`src/rtl/grf_wb_sink_if.sv`:
```
// rtl/grf_wb_sink_if.sv - GRF read/writeback/issue signal bundle
interface grf_wb_sink_if #(
  parameter int DATA_W = 32
) ();
  logic [4:0]        ra1;
  logic [4:0]        ra2;
  logic [DATA_W-1:0] rd1;
  logic [DATA_W-1:0] rd2;
  logic              we;
  logic [4:0]        wa;
  logic [DATA_W-1:0] wd;
  logic              iss_en;
  logic [4:0]        iss_addr;
  logic              iss_ready;
  logic              busy1;
  logic              busy2;
  logic              stall;
  logic              err;

  modport master (
    output ra1, ra2, we, wa, wd, iss_en, iss_addr,
    input  rd1, rd2, iss_ready, busy1, busy2, stall, err
  );

  modport slave (
    input  ra1, ra2, we, wa, wd, iss_en, iss_addr,
    output rd1, rd2, iss_ready, busy1, busy2, stall, err
  );
endinterface

```
`src/rtl/grf_wb_sink.sv`:
```
// rtl/grf_wb_sink.sv - 32x32 register file with bypass and pending-write scoreboard
module grf_wb_sink #(
  parameter int DATA_W = 32,
  parameter int CNT_W  = 2
) (
  input logic          clk,
  input logic          reset,
  grf_wb_sink_if.slave bus
);
  localparam logic [CNT_W-1:0] CNT_MAX = {CNT_W{1'b1}};

  // $0 has no storage; arrays start at index 1.
  logic [DATA_W-1:0] r_regs [1:31];
  logic [CNT_W-1:0]  r_cnt  [1:31];
  logic              r_err;

  logic [CNT_W-1:0]  w_cnt_ra1;
  logic [CNT_W-1:0]  w_cnt_ra2;
  logic [CNT_W-1:0]  w_cnt_iss;
  logic              w_hit1;
  logic              w_hit2;
  logic              w_iss_ready;
  logic              w_busy1;
  logic              w_busy2;
  logic [DATA_W-1:0] w_rd1;
  logic [DATA_W-1:0] w_rd2;
  logic [31:1]       w_inc;
  logic [31:1]       w_dec;
  logic              w_underflow;

  // Counter lookups for the read and issue addresses; address 0 reads as idle.
  always_comb begin
    w_cnt_ra1 = '0;
    w_cnt_ra2 = '0;
    w_cnt_iss = '0;
    if (bus.ra1 != 5'd0)      w_cnt_ra1 = r_cnt[bus.ra1];
    if (bus.ra2 != 5'd0)      w_cnt_ra2 = r_cnt[bus.ra2];
    if (bus.iss_addr != 5'd0) w_cnt_iss = r_cnt[bus.iss_addr];
  end

  // Read ports with same-cycle writeback bypass; a retiring writer no longer counts as busy.
  always_comb begin
    w_hit1 = bus.we && (bus.wa == bus.ra1);
    w_hit2 = bus.we && (bus.wa == bus.ra2);
    w_rd1  = '0;
    w_rd2  = '0;
    if (bus.ra1 != 5'd0) w_rd1 = w_hit1 ? bus.wd : r_regs[bus.ra1];
    if (bus.ra2 != 5'd0) w_rd2 = w_hit2 ? bus.wd : r_regs[bus.ra2];
    w_busy1 = (bus.ra1 != 5'd0) && (w_cnt_ra1 > CNT_W'(w_hit1));
    w_busy2 = (bus.ra2 != 5'd0) && (w_cnt_ra2 > CNT_W'(w_hit2));
    // A saturated counter can still take an issue when the same register retires now.
    w_iss_ready = (bus.iss_addr == 5'd0) || (w_cnt_iss != CNT_MAX) ||
                  (bus.we && (bus.wa == bus.iss_addr));
  end

  // Per-register issue/retire strobes and underflow detection.
  always_comb begin
    w_inc       = '0;
    w_dec       = '0;
    w_underflow = 1'b0;
    for (int r = 1; r < 32; r++) begin
      w_inc[r] = bus.iss_en && w_iss_ready && (bus.iss_addr == 5'(r));
      w_dec[r] = bus.we && (bus.wa == 5'(r));
      if (w_dec[r] && !w_inc[r] && (r_cnt[r] == '0)) w_underflow = 1'b1;
    end
  end

  // Register storage; writes to $0 are dropped.
  always_ff @(posedge clk) begin
    if (!reset) begin
      for (int r = 1; r < 32; r++) r_regs[r] <= '0;
    end else if (bus.we && (bus.wa != 5'd0)) begin
      r_regs[bus.wa] <= bus.wd;
    end
  end

  // In-flight counters: saturate-free by iss_ready, clamp at zero and flag underflow.
  always_ff @(posedge clk) begin
    if (!reset) begin
      for (int r = 1; r < 32; r++) r_cnt[r] <= '0;
      r_err <= 1'b0;
    end else begin
      for (int r = 1; r < 32; r++) begin
        if (w_inc[r] && !w_dec[r]) begin
          r_cnt[r] <= r_cnt[r] + CNT_W'(1);
        end else if (w_dec[r] && !w_inc[r] && (r_cnt[r] != '0)) begin
          r_cnt[r] <= r_cnt[r] - CNT_W'(1);
        end
      end
      r_err <= r_err | w_underflow;
    end
  end

  assign bus.rd1       = w_rd1;
  assign bus.rd2       = w_rd2;
  assign bus.busy1     = w_busy1;
  assign bus.busy2     = w_busy2;
  assign bus.stall     = w_busy1 | w_busy2;
  assign bus.iss_ready = w_iss_ready;
  assign bus.err       = r_err;
endmodule

```
`src/flat_wrapper.sv`:
```
// flat-port wrapper written by rule: the top's interface ports become plain ports
module grf_wb_sink_flat 
#(
  parameter int DATA_W = 32,
  parameter int CNT_W  = 2
)
  (clk, reset, bus_ra1, bus_ra2, bus_we, bus_wa, bus_wd, bus_iss_en, bus_iss_addr, bus_rd1, bus_rd2, bus_iss_ready, bus_busy1, bus_busy2, bus_stall, bus_err);
  grf_wb_sink_if #(.DATA_W(DATA_W)) bus_i ();
  input logic clk;
  input logic reset;
  input wire logic [$bits(bus_i.ra1)-1:0] bus_ra1;
  input wire logic [$bits(bus_i.ra2)-1:0] bus_ra2;
  input wire logic [$bits(bus_i.we)-1:0] bus_we;
  input wire logic [$bits(bus_i.wa)-1:0] bus_wa;
  input wire logic [$bits(bus_i.wd)-1:0] bus_wd;
  input wire logic [$bits(bus_i.iss_en)-1:0] bus_iss_en;
  input wire logic [$bits(bus_i.iss_addr)-1:0] bus_iss_addr;
  output wire logic [$bits(bus_i.rd1)-1:0] bus_rd1;
  output wire logic [$bits(bus_i.rd2)-1:0] bus_rd2;
  output wire logic [$bits(bus_i.iss_ready)-1:0] bus_iss_ready;
  output wire logic [$bits(bus_i.busy1)-1:0] bus_busy1;
  output wire logic [$bits(bus_i.busy2)-1:0] bus_busy2;
  output wire logic [$bits(bus_i.stall)-1:0] bus_stall;
  output wire logic [$bits(bus_i.err)-1:0] bus_err;
  assign bus_i.ra1 = bus_ra1;
  assign bus_i.ra2 = bus_ra2;
  assign bus_i.we = bus_we;
  assign bus_i.wa = bus_wa;
  assign bus_i.wd = bus_wd;
  assign bus_i.iss_en = bus_iss_en;
  assign bus_i.iss_addr = bus_iss_addr;
  assign bus_rd1 = bus_i.rd1;
  assign bus_rd2 = bus_i.rd2;
  assign bus_iss_ready = bus_i.iss_ready;
  assign bus_busy1 = bus_i.busy1;
  assign bus_busy2 = bus_i.busy2;
  assign bus_stall = bus_i.stall;
  assign bus_err = bus_i.err;
  grf_wb_sink #(.DATA_W(DATA_W), .CNT_W(CNT_W)) u_core (.clk(clk), .reset(reset), .bus(bus_i));
endmodule
```
`config.mk`:
```
export PLATFORM = sky130hd
export DESIGN_NAME = grf_wb_sink_flat
export DESIGN_NICKNAME = d
export VERILOG_FILES = /design/src/rtl/grf_wb_sink_if.sv /design/src/rtl/grf_wb_sink.sv /design/src/flat_wrapper.sv
export SDC_FILE = /design/constraint.sdc
export NUM_CORES = 2
export LEC_CHECK = 0
export CORE_ASPECT_RATIO = 0.5
export CORE_MARGIN = 4
export CORE_UTILIZATION = 50
export DETAILED_ROUTE_END_ITERATION = 7
export PLACE_DENSITY = 0.65
export SETUP_SLACK_MARGIN = 0.2
export SLEW_MARGIN = 25
export SYNTH_ARGS = -nofsm -noshare
export SYNTH_HDL_FRONTEND = slang
export SYNTH_SLANG_ARGS = --single-unit
```
`constraint.sdc`:
```
create_clock -name clk -period 6.3 [get_ports clk]
set_input_delay 0.63 -clock clk [delete_from_list [all_inputs] [get_ports clk]]
set_output_delay 0.63 -clock clk [all_outputs]
set_load 0.01 [all_outputs]
```
# Yosys cells after proc, flatten, opt, wreduce, memory -nomap -nowiden
# Memories as Yosys holds them, arrays and structs flattened.
# Index checks and enable logic that the tools add are counted.
word_totals:
  register_bits: 1
  mem_count: 2
  mem_bits_rw: 1054
  in_bits: 56
op_classes:
  mux: 324
  add_sub_neg: 62
  bitwise: 64
  reduce_logical: 325
  n_lt_le_gt_ge: 2
  eq_ne: 66
mem_list:
  columns: ["memory", "depth", "word_bits", "read_ports", "rd_clocked_by_memory_dff", "write_ports", "line", "text"]
  rows:
  - ["u_core.r_regs", 31, 32, 2, 0, 31, "grf_wb_sink.sv:13", "logic [DATA_W-1:0] r_regs [1:31];"]
  - ["u_core.r_cnt", 31, 2, 34, 0, 31, "grf_wb_sink.sv:14", "logic [CNT_W-1:0] r_cnt [1:31];"]
ops:
  columns: ["cell", "count"]
  rows:
  - ["$mux W1", 253]
  - ["$logic_and A1 B1 Y1", 193]
  - ["$eq A5 B5 Y1 const B", 32]
  - ["$mux W32", 5]
  - ["$mux W2", 65]
  - ["$eq A5 B4 Y1 const B", 16]
  - ["$or A1 B1 Y1", 64]
  - ["$add A2 B1 Y2 const B", 31]
  - ["$logic_not A1 Y1", 62]
  - ["$logic_not A2 Y1", 31]
  - ["$reduce_bool A2 Y1", 31]
  - ["$sub A2 B1 Y2 const B", 31]
  - ["$eq A5 B3 Y1 const B", 8]
  - ["$reduce_or A32 Y1", 1]
  - ["$eq A5 B2 Y1 const B", 4]
  - ["$reduce_bool A5 Y1", 4]
  - ["$eq A5 B5 Y1", 3]
  - ["$eq A5 B1 Y1 const B", 2]
  - ["$logic_not A5 Y1", 1]
  - ["$mux W5", 1]
  - ["$gt A2 B1 Y1", 2]
  - ["$logic_or A1 B1 Y1", 2]
  - ["$ne A2 B2 Y1 const B", 1]

# Longest topological paths before layout
logic_depth:
  depth_word: 42
  mapped_depth: 13

# Least setup slack after synthesis
# OpenSTA, ideal clock, no wires.
synth_path:
  path_type: "input -> output"
  from: "input bus_ra1[0]"
  to: "output bus_stall"
  path_buffers: 4
  t_required_ns: 5.670
  t_arrival_ns: 3.076
  path_slack_ns: 2.594
  cell_stages: 12
  cell_sequence: "buf_2 > buf_4 > buf_2 > buf_4 > mux4_2 > o22ai_1 > nor3_1 > o21bai_1 > ha_1 > o32ai_1 > a211oi_1 > o22ai_1"
synth_via:
  elab_chain_len: 5
synth_rtl:
  columns: ["element", "line", "text"]
  rows:
  - ["start, declared", "flat_wrapper.sv:11", "input wire logic [$bits(bus_i.ra1)-1:0] bus_ra1;"]
  - ["$mem_v2 Z31 W2 (tied with other cells)", null, null]
  - ["$mux W2 or $logic_and A1 B1 Y1 (tied branches)", "grf_wb_sink.sv:36, grf_wb_sink.sv:43", null]
  - ["$gt A2 B1 Y1", "grf_wb_sink.sv:49", "w_busy1 = (bus.ra1 != 5'd0) && (w_cnt_ra1 > CNT_W'(w_hit1));"]
  - ["$logic_and A1 B1 Y1 *", "grf_wb_sink.sv:49", null]
  - ["$or A1 B1 Y1 *", "grf_wb_sink.sv:98", "assign bus.stall = w_busy1 | w_busy2;"]
  - ["end, declared", "flat_wrapper.sv:23", "output wire logic [$bits(bus_i.stall)-1:0] bus_stall;"]
# Mark *: on every way between the ends. The rest lies on a longest branch, timed or not.

# Worst setup path in the final report
layout_path:
  from: "input bus_ra2[2]"
  to: "output bus_stall"
layout_via:
  elab_chain_len: 5
layout_rtl:
  columns: ["element", "line", "text"]
  rows:
  - ["start, declared", "flat_wrapper.sv:12", "input wire logic [$bits(bus_i.ra2)-1:0] bus_ra2;"]
  - ["$mem_v2 Z31 W2 (tied with other cells)", null, null]
  - ["$mux W2 or $logic_and A1 B1 Y1 (tied branches)", "grf_wb_sink.sv:37, grf_wb_sink.sv:44", null]
  - ["$gt A2 B1 Y1", "grf_wb_sink.sv:50", "w_busy2 = (bus.ra2 != 5'd0) && (w_cnt_ra2 > CNT_W'(w_hit2));"]
  - ["$logic_and A1 B1 Y1 *", "grf_wb_sink.sv:50", null]
  - ["$or A1 B1 Y1 *", "grf_wb_sink.sv:98", null]
# Marked as above.

==> metrics <==
worst-margin pin slew 1.22 ns; area grow syn2layout 9.63%; Achievable Freq 185 MHz; number of global-route vias before repair 46.9k; CTS tree done; worst-path fanout max 13; Die Span Y 258 µm; Clock Path Buffers 3; minimum clock period 5.42 ns; core area 0.124 mm²; final hold vios 0; Pwr Density 258 mW/mm²; syn avg cell area 13.0 µm²; Final period util 0.860; hold crit path type in2reg; Syn. warnings 0; DR vias/cell 7.47; Mapped Area 0.0625 mm²; total CTS buffers 104; pre-CTS WS 1.11 ns; drt pass-1 iters 6; cts hold-fix bufs 0; kind of end point of the critical path primary output; final setup skew 0.0280 ns; critical path class in2out; Die W 508 µm; Starting Density 0.506; per-cell routed wire length 36.8 µm; Fillers 10.1k; DIE AREA 0.131 mm²; Post-synth top flop edfxtp_1; worst-skew pair later-pin latency 0.74 ns; synth unique cells 70; Post-synth EDFFs 1086; final slew viol count 0; gr usage total 0.352; Synth async-reset ratio 0; Yosys reg bits 1087; unrepaired setup endpoints after global routing false; Setup TNS 0 ns; Overflow after GRT 0; Sink Count 1087; post-route antenna net violation count 0; htree depth 3; gpl congestion 0.953; sequential fraction of the synthesis area 0.522; Max IR drop VDD 0.276 mV; # rows 91; final net count 4708; final setup vio count 0; worst path cell trace clkdlybuf4s50_1 -> inv_4 -> nand2_1 -> o221ai_1 -> o21ai_0 -> a211oi_1 -> o21bai_1 -> ha_1 -> o32ai_1 -> a211oi_1 -> o22ai_1 -> clkdlybuf4s50_1; initial antenna violation count 11; CTS clk-pin slew, worst paths 0.06 ns; Port Buf Inserts 124; CP arrival 4.79 ns; DRT Wirelength 235000 µm; layout cell share with drive strength beyond 1 0.171; Max-Cap Viols 0; first-pass GRT wire length 335000 µm; post-CTS setup buffer count 0; status finished, final reports clean; pin count of the biggest net entering global routing 170; DRC viols 0; Iter 0 DRT Violations 8141; worst setup margin 0.885 ns; post-detail-place hpwl 130000 µm; root buf cell clkbuf_16; FF+latch area 0.0326 mm²; slowest stage delay, CP 0.87 ns; critical path required time 5.67 ns; slowest CP cell clkdlybuf4s50_1; startpoint types primary input; slew margin rel. 0.187; post-CTS resize count 0; io pins 125; Mapped Cells 4804; routed vias 47.7k; Multi-input gate area 0.0275 mm²; Leak Pwr 26.9 nW
placed cells by master, fill, tap and decap left out, types with 10 or more instances in the layout:
master / instances
a22oi_1: 100
o21ai_0: 104
a211oi_1: 42
clkbuf_16: 105
nor2_1: 98
clkinv_1: 31
bufinv_16: 10
nand2_2: 29
clkinv_2: 15
nand3_1: 132
buf_4: 127
buf_12: 28
buf_2: 27
nand4_1: 30
nor2_4: 13
and3_1: 935
and2_1: 65
a21oi_1: 118
a211o_1: 12
a221oi_1: 191
a311o_1: 19
mux4_2: 391
nand2_1: 92
inv_1: 69
xor2_1: 12
nor3_1: 48
nor4_1: 11
ha_1: 33
clkdlybuf4s50_1: 90
edfxtp_1: 1086
conb_1: 32
clkbuf_1: 20
mux2i_1: 427
worst paths after layout:
path,cells after the start,startpoint,slack (ns),endpoint
min,2,reset,0.38,u_core.r_cnt[1][1]
max reg2reg,8,u_core.r_cnt[26][1],2.79,u_core.r_cnt[8][0]
max,12,bus_ra2[2],0.88,bus_stall
min reg2reg,3,u_core.bus.err,0.66,u_core.bus.err
sequential cells by signal, indices dropped and copies added (netlist names):
register and count:
u_core.bus.err 1, u_core.r_regs 1024, u_core.r_cnt 62
Yosys cell counts (5+ instances only):
cell type,number,area share
a211o_1,12,0.0017
a211oi_1,42,0.0050
a21oi_1,118,0.0094
a221oi_1,191,0.027
a22oi_1,100,0.012
a311o_1,19,0.0030
a31oi_1,8,0.00080
and2_1,65,0.0065
and3_1,936,0.094
buf_1,35,0.0021
buf_2,76,0.0061
buf_4,8,0.00096
buf_6,5,0.00090
clkbuf_1,474,0.028
edfxtp_1,1086,0.52
ha_1,33,0.0066
inv_1,75,0.0045
mux2i_1,427,0.068
mux4_2,391,0.14
nand2_1,123,0.0074
nand2b_1,6,0.00060
nand3_1,134,0.011
nand3b_1,5,0.00060
nand4_1,30,0.0030
nand4b_1,5,0.00070
nor2_1,111,0.0067
nor2b_1,7,0.00070
nor3_1,52,0.0042
nor4_1,11,0.0011
o211ai_1,8,0.00096
o21ai_0,104,0.0083
o221ai_1,7,0.00098
o22ai_1,7,0.00070
o311ai_1,7,0.00098
o32ai_1,5,0.00070
or2_2,6,0.00060
xor2_1,12,0.0017
kinds of logic after synthesis:
| group | after synthesis | synth area share |
|---|---|---|
| AO/OA/AOI/OAI | 663 | 0.0773 |
| XOR/XNOR | 15 | 0.00210 |
| adder cells (fa/ha/maj) | 33 | 0.00660 |
| buffers and inverters | 678 | 0.0436 |
| flip-flops | 1087 | 0.522 |
| multiplexers | 819 | 0.209 |
| other | 1 | 0.0000600 |
| AND/OR/NAND/NOR | 1508 | 0.139 |
where the power goes:
part	internal (W)	switching (W)	leakage (nW)
Sequential	0.00835	0.000219	10.4
Clock	0.00348	0.00294	1.61
Combinational	0.00101	0.00171	14.9
cell type report:
cell class | instances | area share
flip-flops and latches | 1087 | 0.476
clock inverters | 64 | 0.00933
diodes | 5 | 0.000183
inverters | 79 | 0.00449
multi-input cells | 3070 | 0.402
clock buffers | 125 | 0.0394
well taps | 1674 | 0.0306
repair buffers | 277 | 0.0382
worst max-delay path: cells and delay by family:
family | cells | cell delay, ns
fa+ha+maj | 1 | 0.28
simple gates | 1 | 0.17
buf+inv | 3 | 1.91
compound gates | 7 | 1.77
layer usage:
| metal | share of wire | vias up | track usage |
|---|---|---|---|
| li1 | - | 18869 | - |
| met1 | 0.38 | 24129 | 0.492 |
| met2 | 0.43 | 3962 | 0.508 |
| met3 | 0.15 | 723 | 0.110 |
| met4 | 0.049 | 4 | 0.150 |
| met5 | 0.00011 | - | 0.00219 |
metrics by stage:
step / cells / cell area, µm² / power [W] / hold WS (ns) / utilization
final: 6381 / 68500 / 0.0177 / 0.379 / 0.554
after global placement: 6187 / 65300 / 0.0113 / 0.637 / 0.528
after CTS: 6376 / 68600 / 0.0176 / 0.351 / 0.555
after detailed placement: 6187 / 65300 / 0.0113 / 0.629 / 0.528
after floorplan: 4835 / 62600 / 0.0102 / 0.576 / -
after global routing: 6378 / 68500 / 0.0181 / 0.355 / 0.554
(Power assumes the default switching activity.)
